--- src/rtl/adder_arbiter.sv ---
// ---------------------------------------------------------------------------
// adder_arbiter
// Round-robin arbiter sharing one self-timed adder stage among N_REQ clocked
// clients. Clients talk 2-phase (toggle) req/ack; the stage input side is
// 2-phase (st_req/st_ack), the stage output side is 4-phase
// (st_done/st_done_ack). Stage handshake inputs are double-flop synchronised.
// A per-phase watchdog aborts a stuck operation and raises a sticky err.
//
// Ports:
//   clk, rst        system clock, asynchronous active-high reset
//   cl_req/cl_ack   per-client 2-phase request / acknowledge
//   cl_data         client operands, client i at [i*WIDTH +: WIDTH]
//   res_data/res_id result and owning client, valid while res_valid pulses
//   res_valid       one-cycle result strobe
//   st_req/st_ack   stage input handshake (2-phase), st_ack asynchronous
//   st_in           operand presented to the stage
//   st_out          stage result, stable while st_done is high
//   st_done         stage result-ready level (asynchronous)
//   st_done_ack     4-phase acknowledge back to the stage
//   err             sticky timeout flag
// ---------------------------------------------------------------------------
module adder_arbiter #(
    parameter int unsigned N_REQ   = 4,
    parameter int unsigned WIDTH   = 8,
    parameter int unsigned TIMEOUT = 255
) (
    input  logic                       clk,
    input  logic                       rst,
    input  logic [N_REQ-1:0]           cl_req,
    output logic [N_REQ-1:0]           cl_ack,
    input  logic [N_REQ*WIDTH-1:0]     cl_data,
    output logic [WIDTH-1:0]           res_data,
    output logic [$clog2(N_REQ)-1:0]   res_id,
    output logic                       res_valid,
    output logic                       st_req,
    input  logic                       st_ack,
    output logic [WIDTH-1:0]           st_in,
    input  logic [WIDTH-1:0]           st_out,
    input  logic                       st_done,
    output logic                       st_done_ack,
    output logic                       err
);

    localparam int unsigned ID_W  = $clog2(N_REQ);
    localparam int unsigned TMR_W = $clog2(TIMEOUT + 1);

    typedef enum logic [2:0] {
        IDLE      = 3'd0,
        ISSUE     = 3'd1,
        WAIT_ACK  = 3'd2,
        WAIT_DONE = 3'd3,
        RELEASE   = 3'd4
    } state_t;

    state_t            state_q;
    state_t            state_d;

    logic [ID_W-1:0]   ptr_q;
    logic [ID_W-1:0]   ptr_d;
    logic [ID_W-1:0]   grant_q;
    logic [ID_W-1:0]   grant_d;
    logic [TMR_W-1:0]  timer_q;
    logic [TMR_W-1:0]  timer_d;

    logic [N_REQ-1:0]  cl_ack_d;
    logic [WIDTH-1:0]  res_data_d;
    logic [ID_W-1:0]   res_id_d;
    logic              res_valid_d;
    logic              st_req_d;
    logic [WIDTH-1:0]  st_in_d;
    logic              st_done_ack_d;
    logic              err_d;

    logic              ack_s1;
    logic              ack_s;
    logic              done_s1;
    logic              done_s;

    logic [N_REQ-1:0]  pending_c;
    logic              any_pending_c;
    logic [ID_W-1:0]   grant_sel_c;
    logic [ID_W-1:0]   ptr_next_c;
    logic              tmo_c;
    logic              ack_match_c;

    logic [WIDTH-1:0]  cl_word [N_REQ];

    // Unpack the flat operand bus into one word per client
    for (genvar gi = 0; gi < N_REQ; gi++) begin : g_unpack
        assign cl_word[gi] = cl_data[gi*WIDTH +: WIDTH];
    end

    // Double-flop synchronisers for the stage's asynchronous handshake outputs
    always_ff @(posedge clk or posedge rst) begin
        if (rst) begin
            ack_s1  <= 1'b0;
            ack_s   <= 1'b0;
            done_s1 <= 1'b0;
            done_s  <= 1'b0;
        end else begin
            ack_s1  <= st_ack;
            ack_s   <= ack_s1;
            done_s1 <= st_done;
            done_s  <= done_s1;
        end
    end

    assign pending_c     = cl_req ^ cl_ack;
    assign any_pending_c = |pending_c;
    assign tmo_c         = (timer_q == TMR_W'(TIMEOUT - 1));
    assign ack_match_c   = (ack_s == st_req);
    assign ptr_next_c    = (grant_q == ID_W'(N_REQ - 1)) ? '0 : grant_q + ID_W'(1);

    // Round-robin pick: first pending client at or after ptr, wrapping
    always_comb begin : p_grant
        int unsigned idx;
        logic        found;
        idx         = 0;
        found       = 1'b0;
        grant_sel_c = '0;
        for (int unsigned k = 0; k < N_REQ; k++) begin
            idx = 32'(ptr_q) + k;
            if (idx >= N_REQ) begin
                idx = idx - N_REQ;
            end
            if (!found && pending_c[ID_W'(idx)]) begin
                found       = 1'b1;
                grant_sel_c = ID_W'(idx);
            end
        end
    end

    // FSM state register
    always_ff @(posedge clk or posedge rst) begin
        if (rst) begin
            state_q <= IDLE;
        end else begin
            state_q <= state_d;
        end
    end

    // FSM next-state logic; every wait state falls back to IDLE on timeout
    always_comb begin
        state_d = state_q;
        unique case (state_q)
            IDLE: begin
                if (any_pending_c) begin
                    state_d = ISSUE;
                end
            end
            ISSUE: begin
                state_d = WAIT_ACK;
            end
            WAIT_ACK: begin
                if (ack_match_c) begin
                    state_d = WAIT_DONE;
                end else if (tmo_c) begin
                    state_d = IDLE;
                end
            end
            WAIT_DONE: begin
                if (done_s) begin
                    state_d = RELEASE;
                end else if (tmo_c) begin
                    state_d = IDLE;
                end
            end
            RELEASE: begin
                if (!done_s) begin
                    state_d = IDLE;
                end else if (tmo_c) begin
                    state_d = IDLE;
                end
            end
            default: begin
                state_d = IDLE;
            end
        endcase
    end

    // FSM output logic: next values for every registered output and datapath reg
    always_comb begin
        ptr_d         = ptr_q;
        grant_d       = grant_q;
        timer_d       = '0;
        cl_ack_d      = cl_ack;
        res_data_d    = res_data;
        res_id_d      = res_id;
        res_valid_d   = 1'b0;
        st_req_d      = st_req;
        st_in_d       = st_in;
        st_done_ack_d = st_done_ack;
        err_d         = err;

        // Timer runs only while parked in a wait state; any state change restarts it
        if ((state_q == WAIT_ACK || state_q == WAIT_DONE || state_q == RELEASE) &&
            (state_d == state_q)) begin
            timer_d = timer_q + TMR_W'(1);
        end

        unique case (state_q)
            IDLE: begin
                if (any_pending_c) begin
                    grant_d = grant_sel_c;
                    st_in_d = cl_word[grant_sel_c];
                end
            end
            ISSUE: begin
                st_req_d = ~st_req;
            end
            WAIT_ACK: begin
                if (!ack_match_c && tmo_c) begin
                    err_d         = 1'b1;
                    st_done_ack_d = 1'b0;
                    ptr_d         = ptr_next_c;
                end
            end
            WAIT_DONE: begin
                if (done_s) begin
                    res_data_d    = st_out;
                    st_done_ack_d = 1'b1;
                end else if (tmo_c) begin
                    err_d         = 1'b1;
                    st_done_ack_d = 1'b0;
                    ptr_d         = ptr_next_c;
                end
            end
            RELEASE: begin
                if (!done_s) begin
                    st_done_ack_d = 1'b0;
                    cl_ack_d      = cl_ack ^ (N_REQ'(1) << grant_q);
                    res_id_d      = grant_q;
                    res_valid_d   = 1'b1;
                    ptr_d         = ptr_next_c;
                end else if (tmo_c) begin
                    err_d         = 1'b1;
                    st_done_ack_d = 1'b0;
                    ptr_d         = ptr_next_c;
                end
            end
            default: begin
            end
        endcase
    end

    // Output and datapath registers
    always_ff @(posedge clk or posedge rst) begin
        if (rst) begin
            ptr_q       <= '0;
            grant_q     <= '0;
            timer_q     <= '0;
            cl_ack      <= '0;
            res_data    <= '0;
            res_id      <= '0;
            res_valid   <= 1'b0;
            st_req      <= 1'b0;
            st_in       <= '0;
            st_done_ack <= 1'b0;
            err         <= 1'b0;
        end else begin
            ptr_q       <= ptr_d;
            grant_q     <= grant_d;
            timer_q     <= timer_d;
            cl_ack      <= cl_ack_d;
            res_data    <= res_data_d;
            res_id      <= res_id_d;
            res_valid   <= res_valid_d;
            st_req      <= st_req_d;
            st_in       <= st_in_d;
            st_done_ack <= st_done_ack_d;
            err         <= err_d;
        end
    end

endmodule

--- config.mk ---
export PLATFORM = sky130hd
export DESIGN_NAME = adder_arbiter
export DESIGN_NICKNAME = d
export VERILOG_FILES = /design/src/rtl/adder_arbiter.sv
export SDC_FILE = /design/constraint.sdc
export NUM_CORES = 1
export LEC_CHECK = 0
export CAP_MARGIN = 20
export CORE_MARGIN = 3
export CORE_UTILIZATION = 40
export CTS_BUF_LIST = sky130_fd_sc_hd__clkbuf_8
export CTS_CLUSTER_DIAMETER = 150
export CTS_CLUSTER_SIZE = 20
export DETAILED_ROUTE_END_ITERATION = 8
export DONT_BUFFER_PORTS = 1
export GPL_ROUTABILITY_DRIVEN = 1
export GPL_TIMING_DRIVEN = 0
export PLACE_DENSITY = 0.52
export SKIP_CTS_REPAIR_TIMING = 1
export SYNTH_ARGS = -nofsm -noshare
export SYNTH_HDL_FRONTEND = slang
export SYNTH_SLANG_ARGS = --single-unit
--- constraint.sdc ---
create_clock -name clk -period 2.35 [get_ports clk]
set_input_delay 0.3525 -clock clk [delete_from_list [all_inputs] [get_ports clk]]
set_output_delay 0.3525 -clock clk [all_outputs]
set_load 0.02 [all_outputs]
### After elaboration in Yosys (flattened, before gate mapping)

Index checks and enable logic that the tools add are counted.

| storage, ports and cells | value |
|---|---|
| flip-flop bits (word level) | 45 |
| input bits | 48 |
| output and inout port bits | 26 |
| logic and storage cells | 118 |

| operators by class | value |
|---|---|
| reductions and logical operators | 20 |
| mux-type cells | 47 |
| bitwise gates (word level) | 5 |
| magnitude comparators | 9 |
| shifts and indexed selects | 1 |
| equality and inequality tests | 11 |
| add/subtract/negate cells | 9 |

Operator list:

| kind | number |
|---|---|
| $mux W2 | 13 |
| $mux W8 | 3 |
| $mux W1 | 17 |
| $bmux W8 S2 | 1 |
| $mux W3 | 5 |
| $pmux W3 S5 | 1 |
| $ge A3 B3 Y1 const B | 4 |
| $lt A2 B3 Y1 const B | 4 |
| $add A8 B1 Y8 const B | 1 |
| $bmux W1 S2 | 4 |
| $eq A8 B8 Y1 const B | 1 |
| $reduce_and A2 Y1 | 4 |
| $sub A2 B1 Y2 const B | 4 |
| $xor A4 B4 Y4 | 2 |
| $add A2 B2 Y3 const B | 2 |
| $eq A3 B2 Y1 const B | 2 |
| $pmux W1 S3 | 2 |
| $pmux W2 S3 | 1 |
| $logic_and A1 B1 Y1 | 5 |
| $logic_not A1 Y1 | 4 |
| $ne A2 B2 Y1 const B | 2 |
| $reduce_and A4 Y1 | 1 |
| $reduce_or A4 Y1 | 1 |
| $shl A1 B2 Y4 const A | 1 |
| 15 further kinds | 17 |

### Depth between registers and ports, before layout

Gate-level depths: netlist (run 1).

| depth | value |
|---|---|
| word-level depth | 18 |
| depth in mapped cells | 7 |
| gate-level depth less buffers | 7 |

### Worst setup path after synthesis (run 1)

No wires, ideal clock.

| timing path | value |
|---|---|
| path type | flip-flop to flip-flop |
| start | register timer_q[0] |
| end | register ptr_q[0] |
| setup slack | 526 ps |
| data arrival time | 1699 ps |
| buffers on the path | 0 |
| required time | 2225 ps |
| stages on the path, launching flop included | 8 |
| setup time | 125 ps |
| clock period less this slack | 1824 ps |
| cell sequence | dfrtp_1 -> inv_1 -> ha_1 -> and2_1 -> nand4_1 -> a211o_1 -> o21ai_2 -> mux2_2 |

| on the way | value |
|---|---|
| longest elaborated chain between the ends | 4 |
| elaborated cells on any way between the ends | 8 |
| classes of those cells | eq/ne: 2; mux: 4; reduce/logical: 2 |

RTL lines:

| element | RTL line | source |
|---|---|---|
| start: declaration | 62 | `logic [TMR_W-1:0] timer_q;` |
| start signal: assignment | 263 | `timer_q <= timer_d;` |
| $eq A8 B8 Y1 (*) | 110 | `assign tmo_c = (timer_q == TMR_W'(TIMEOUT - 1));` |
| $mux W2 or $logic_and A1 B1 Y1 (tied branches) | -- |  |
| $mux W2, or another cell as far along | -- |  |
| $pmux W2 S3 or $reduce_and A3 Y1 (tied branches) | -- |  |
| end signal: assignment | 261 | `ptr_q <= ptr_d;` |
| end: declaration | 58 | `logic [ID_W-1:0] ptr_q;` |

Mark *: on every way between the ends. The rest lies on a longest branch, timed or not. The select of a mux whose other input is x is not followed.
A chain may end at the register's enable or synchronous reset.

### Worst setup path after layout (run 1)

Same ends and word-level chain as after synthesis.

==> impl_results.md, run 1 <==
* Largest net degree at the start of global routing at 29
* Synthesized Nets at 282
* Worst Setup Start Kind: flip-flop
* Synth top area cells: dfrtp_1 46%, mux2_2 5.5%, o221a_2 3.7%, ha_1 3.1%, nand3_1 3.1%
* Sequential share of power at 0.409
* Clock Tree Root: clkbuf_8
* Distinct cells, synth at 50
* Avg Cell Area, Syn at 10.7 um^2
* Post-Route Skew at 0.00858 ns
* Fin. max-slew vios at 0
* Worst endpoint data arrival time at 2.31 ns
* Number of flops mapped to enable cells by yosys at 0
* RSZ-0062 raised after global routing: no
* Post-route setup TNS at 0 ns
* Leakage at 1.19 nW
* Post-synthesis sequential area ratio at 0.461
* Gp weighted congestion at 0.846
* Slew Limit Headroom at 0.680
* Clk sinks at 45
* H-Tree Depth at 2
* Internal power at 2.04 mW
* Status: finished clean
* Vias at 1730
* Die area at 7080 um^2
* Drt pass-1 iters at 4
* DRC violations left at 0
* Initial DRC Count at 47
* Final ANT Viol Nets at 0
* Max-cap violations at 0
* Die Span Y at 84.1 um
* CTS Buffer Depth at 2
* Fillers at 556
* Total GRT Usage at 0.157
* Per-cell routed wire length at 17.7 um
* Final hold vios at 0
* Util after Layout at 0.468
* Num CTS Buffers at 5
* I/O Pins at 74
* Synth top area share at 0.461
* Switch share at 0.444
* Tmin final at 2.13 ns
* Share of flip-flops with an asynchronous set or reset at 1.00
* Final setup viols at 0
* Layout net count at 291
* Chip Width at 84.1 um
* Crit Path Class: flip-flop to flip-flop
* CP Max Fanout at 6
* GR Overflow Total at 0
* CTS tree: built
* ANT cells at 0
* Initial antenna violation count at 0
* Pwr Density at 1370 nW/um^2
* Aggregate routed wire length at 5500 um
* Dominant cell type by area after synthesis: dfrtp_1
* Number of synthesized register bits at 45
* Row cnt at 27
* Worst vdd ir at 0.745 mV
* Final Cycle Share at 0.905
* Synth Flop Type: dfrtp_1
* IO buf count at 0
* Vias/cell at 5.58
* Clock slew seen by the registers of the worst setup and hold paths at 0.09 ns
* Critical path capture point type: flip-flop
* Core Area at 5710 um^2
* Worst-skew pair later-pin latency at 0.29 ns
* Switch Pwr at 1.63 mW
* Vias in the first global route at 1792
* Comb pwr share at 0.431
* Fraction of layout cells with a size suffix above 1 at 0.197
* Mapped Area at 2440 um^2
* Worst slew pin tran at 0.478 ns
* Crit path required time at 2.53 ns
* Hpwl dp at 4130 um
* Fmax at 0.470 GHz
* Yosys warning count at 0
* First-pass GRT wire length at 8990 um
* Clock share of power at 0.160
* Worst min path class: input port to flip-flop
* Initial Utilization at 0.428
* Syn Inst Count at 228
* Layout area overhead at 9.48%
* Power Total at 3.67 mW
-- through the flow --
step | instances | cell area, um^2 | worst slack (ns) | hold WS (ns)
floorplan | 228 | 2440 | 0.526 | 0.331
global placement | 300 | 2530 | 0.271 | 0.332
detailed placement | 301 | 2550 | 0.259 | 0.250
CTS | 309 | 2660 | 0.192 | -0.0808
global route | 310 | 2670 | 0.0618 | 0.0646
finish | 310 | 2670 | 0.224 | 0.0865
-- critical path, cell delays in order, from the launching register on --
cell	delay [ns]
dfrtp_1	0.44
inv_1	0.08
ha_1	0.13
and2_1	0.14
nand4_1	0.25
a211o_1	0.39
o21ai_2	0.21
mux2_2	0.36
-- worst paths after layout --
kind,from,to,slack (ns),cells after the start
min in group asynchronous,rst,st_req,0.50,2
max in group asynchronous,rst,st_in[6],1.37,3
max,timer_q[0],ptr_q[0],0.22,7
min,st_done,done_s1,0.09,0
max reg2reg,timer_q[0],ptr_q[0],0.22,7
min reg2reg,done_s1,done_s,0.35,0
-- cells by family after synthesis --
kind of cell               after synthesis  synth area share
AOI/OAI and AO/OA                       52             0.188
xor gates and xnor gates                19            0.0804
adders and majority gates                6            0.0307
buffers and inverters                   24            0.0420
DFF                                     45             0.461
muxes                                   13            0.0594
and+or+nand+nor                         69             0.138
-- sequential cells by signal (all words and copies together), names as in the netlist --
name / flops
res_data: 8
st_in: 8
timer_q: 8
cl_ack: 4
state_q: 3
grant_q: 2
ptr_q: 2
res_id: 2
ack_s: 1
ack_s1: 1
done_s: 1
done_s1: 1
err: 1
res_valid: 1
st_done_ack: 1
st_req: 1
-- metal layers --
metal,vias up,GRT usage,wire length [um]
met5,-,0,0
met4,0,0.0365,44
met3,4,0.0432,297
met2,45,0.251,2650
met1,837,0.212,2510
li1,844,-,-
-- synthesized netlist by cell type (2+ instances only) --
| cell type | count |
|---|---|
| dfrtp_1 | 45 |
| nand2_1 | 17 |
| inv_1 | 16 |
| nand3_1 | 15 |
| nor2_1 | 14 |
| mux2_2 | 12 |
| and3_1 | 10 |
| o221a_2 | 8 |
| xnor2_1 | 8 |
| a221oi_1 | 7 |
| o31ai_1 | 7 |
| xor2_1 | 7 |
| ha_1 | 6 |
| o21ai_0 | 6 |
| a21oi_1 | 5 |
| buf_2 | 4 |
| and2_1 | 3 |
| clkbuf_1 | 3 |
| a211o_1 | 2 |
| xnor2_2 | 2 |
| xor2_2 | 2 |
-- power groups by stage --
stage	Sequential [mW]	Clock, mW	Combinational (mW)
2_1_floorplan	1.45	0	1.29
3_5_place_dp	1.52	0	1.59
4_1_cts	1.51	0.606	1.59
3_3_place_gp	1.52	0	1.57
6_report	1.50	0.586	1.58
5_1_grt	1.55	0.627	1.78
-- cell usage in the layout, fill, tap and decap left out, types with 4 or more instances in the layout --
cell,instances
buf_2,4
nor2_1,14
o31ai_1,7
xor2_1,7
dfrtp_1,45
o221a_2,8
clkbuf_8,5
a221oi_1,7
xnor2_1,8
and3_1,10
ha_1,6
mux2_2,12
nand2_1,17
o21ai_0,6
inv_1,16
a21oi_1,5
nand3_1,15
-- final cells by class --
cell class / instances / area [um^2] / share of cell area
clock inverters: 3 / 42.5 / 0.0159
repair buffers: 2 / 30.0 / 0.0112
flip-flops and latches: 45 / 1130 / 0.421
well taps: 72 / 90.1 / 0.0337
multi-input cells: 159 / 1210 / 0.454
clock buffers: 5 / 68.8 / 0.0257
plain buffers: 8 / 42.5 / 0.0159
inverters: 16 / 60.1 / 0.0225
No activity file was read; power rests on OpenSTA's default activity.
==> inputs of run 2 (changes only) <==
==> constraint.sdc (replaced) <==
create_clock -name clk -period 2.35 [get_ports clk]
set_input_delay 0 -clock clk [delete_from_list [all_inputs] [get_ports clk]]
set_output_delay 0 -clock clk [all_outputs]
set_load 0.02 [all_outputs]
==> run 2 against run 1 <==
Sequential share of layout area down 1.5 points. Die area unchanged. Utilization up 1.8 points. Via count up 2.3%. Combinational power about the same. Clock skew about the same. Final cell count up 3.2%. Non-clock buffer count up 10. Worst setup slack worse by 0.00058 ns. Critical path type unchanged.
==> impl_results.md, run 2 (synthesized netlist as in run 1, its figures left out) <==
* Layout net count at 301
* Gp weighted congestion at 0.846
* Final Worst Setup Slack at 0.223 ns
* Per-cell routed wire length at 17.2 um
* Initial DRC Count at 52
* CP peak stage delay at 0.44 ns
* Switch share at 0.443
* Hpwl dp at 4130 um
* Initial antenna violation count at 0
* Vias in the first global route at 1792
* Worst min path class: input port to flip-flop
* Clock slew seen by the registers of the worst setup and hold paths at 0.09 ns
* First-pass GRT wire length at 8990 um
* Final Cycle Share at 0.905
* Tmin final at 2.13 ns
* Leakage at 1.24 nW
* Clock share of power at 0.159
* Fmax at 0.470 GHz
* Pre-CTS setup slack at 0.259 ns
* Worst Setup Start Kind: flip-flop
* Initial Utilization at 0.428
* Row cnt at 27
* Worst-path cell chain: inv_1 > ha_1 > and2_1 > nand4_1 > a211o_1 > o21ai_2 > mux2_2
* Final hold vios at 0
* Core Area at 5710 um^2
* Post-Route Skew at 0.00883 ns
* ANT cells at 0
* I/O Pins at 74
* IO buf count at 0
* Most frequent cells in the layout: 45 x dfrtp_1, 17 x nand2_1, 16 x inv_1
* CP startpoint: timer_q[0]
* Die Span Y at 84.1 um
* Switch Pwr at 1.63 mW
* Max-cap violations at 0
* Crit path required time at 2.53 ns
* Drt pass-1 iters at 4
* Fin. max-slew vios at 0
* Critical path capture point type: flip-flop
* Worst vdd ir at 0.744 mV
* Pwr Density at 1330 nW/um^2
* Hold_sp: cl_data[8]
* Final setup viols at 0
* Clock Tree Root: clkbuf_8
* H-Tree Depth at 2
* Fraction of layout cells with a size suffix above 1 at 0.190
* R2r startpoint: timer_q[0]
* DRC violations left at 0
* Final ANT Viol Nets at 0
* RSZ-0062 raised after global routing: no
* Worst slew pin tran at 0.478 ns
* CTS tree: built
* Crit Path Class: flip-flop to flip-flop
* Internal power at 2.05 mW
* Clk sinks at 45
* Vias/cell at 5.53
* Vias at 1770
* Total GRT Usage at 0.157
* Slew Limit Headroom at 0.680
* Chip Width at 84.1 um
* Comb pwr share at 0.433
* Die area at 7080 um^2
* Slowest-stage cell, CP: dfrtp_1
* Num CTS Buffers at 5
* Worst-skew pair later-pin latency at 0.29 ns
* Layout area overhead at 13.6%
* Post-route setup TNS at 0 ns
* Largest net degree at the start of global routing at 29
* CP Max Fanout at 6
* Fillers at 544
* Sequential share of power at 0.408
* Aggregate routed wire length at 5520 um
* Most common cell after layout, fill and taps aside: dfrtp_1
* GR Overflow Total at 0
* Largest registers: res_data: 8 flops, st_in: 8 flops, timer_q: 8 flops
* Status: finished clean
* Worst endpoint data arrival time at 2.31 ns
* CTS Buffer Depth at 2
## run 2: final timing paths
path | to | slack (ns) | depth (start not counted)
max in group asynchronous | st_in[0] | 1.73 | 3
setup reg to reg | ptr_q[0] | 0.22 | 7
hold reg to reg | done_s | 0.35 | 0
min in group asynchronous | st_req | 0.15 | 2
hold / removal | st_in[0] | 0.002 | 2
setup / recovery | ptr_q[0] | 0.22 | 7
## run 2: area by class of cell
| type | count | area [um^2] | area share |
|---|---|---|---|
| flip-flops and latches | 45 | 1130 | 0.406 |
| repair buffers | 12 | 130 | 0.0469 |
| multi-input cells | 159 | 1210 | 0.438 |
| inverters | 16 | 60.1 | 0.0217 |
| plain buffers | 8 | 42.5 | 0.0153 |
| clock buffers | 5 | 68.8 | 0.0248 |
| well taps | 72 | 90.1 | 0.0325 |
| clock inverters | 3 | 42.5 | 0.0153 |
## run 2: power groups by stage
stage | combinational, mW | sequential, mW | clock (mW)
after CTS | 1.59 | 1.51 | 0.606
after detailed placement | 1.59 | 1.52 | 0
after global routing | 1.80 | 1.55 | 0.628
after floorplan | 1.29 | 1.45 | 0
final | 1.59 | 1.50 | 0.584
after global placement | 1.57 | 1.52 | 0
## run 2: critical path, delay by kind of cell, from the launching register on
kind,cells,cell delay (ns)
muxes,1,0.36
DFF,1,0.44
buffers and inverters,1,0.08
AOI/OAI and AO/OA,2,0.60
and+or+nand+nor,2,0.39
adders and majority gates,1,0.13
## run 2: metal layers
metal,wire length (um),up-vias,track usage
li1,-,864,-
met1,2500,857,0.212
met2,2680,45,0.251
met3,292,4,0.0432
met4,44,0,0.0365
met5,0,-,0
## run 2: stage by stage
stage / cell area, um^2 / total power, mW / instances / utilization / hold slack [ns]
3_5_place_dp: 2550 / 3.11 / 301 / 0.447 / -0.103
4_1_cts: 2660 / 3.71 / 309 / 0.467 / -0.433
6_report: 2770 / 3.68 / 320 / 0.486 / 0.00164
2_1_floorplan: 2440 / 2.74 / 228 / - / 0.0314
5_1_grt: 2770 / 3.97 / 320 / 0.486 / 0.00794
3_3_place_gp: 2530 / 3.08 / 300 / 0.444 / 0.0315
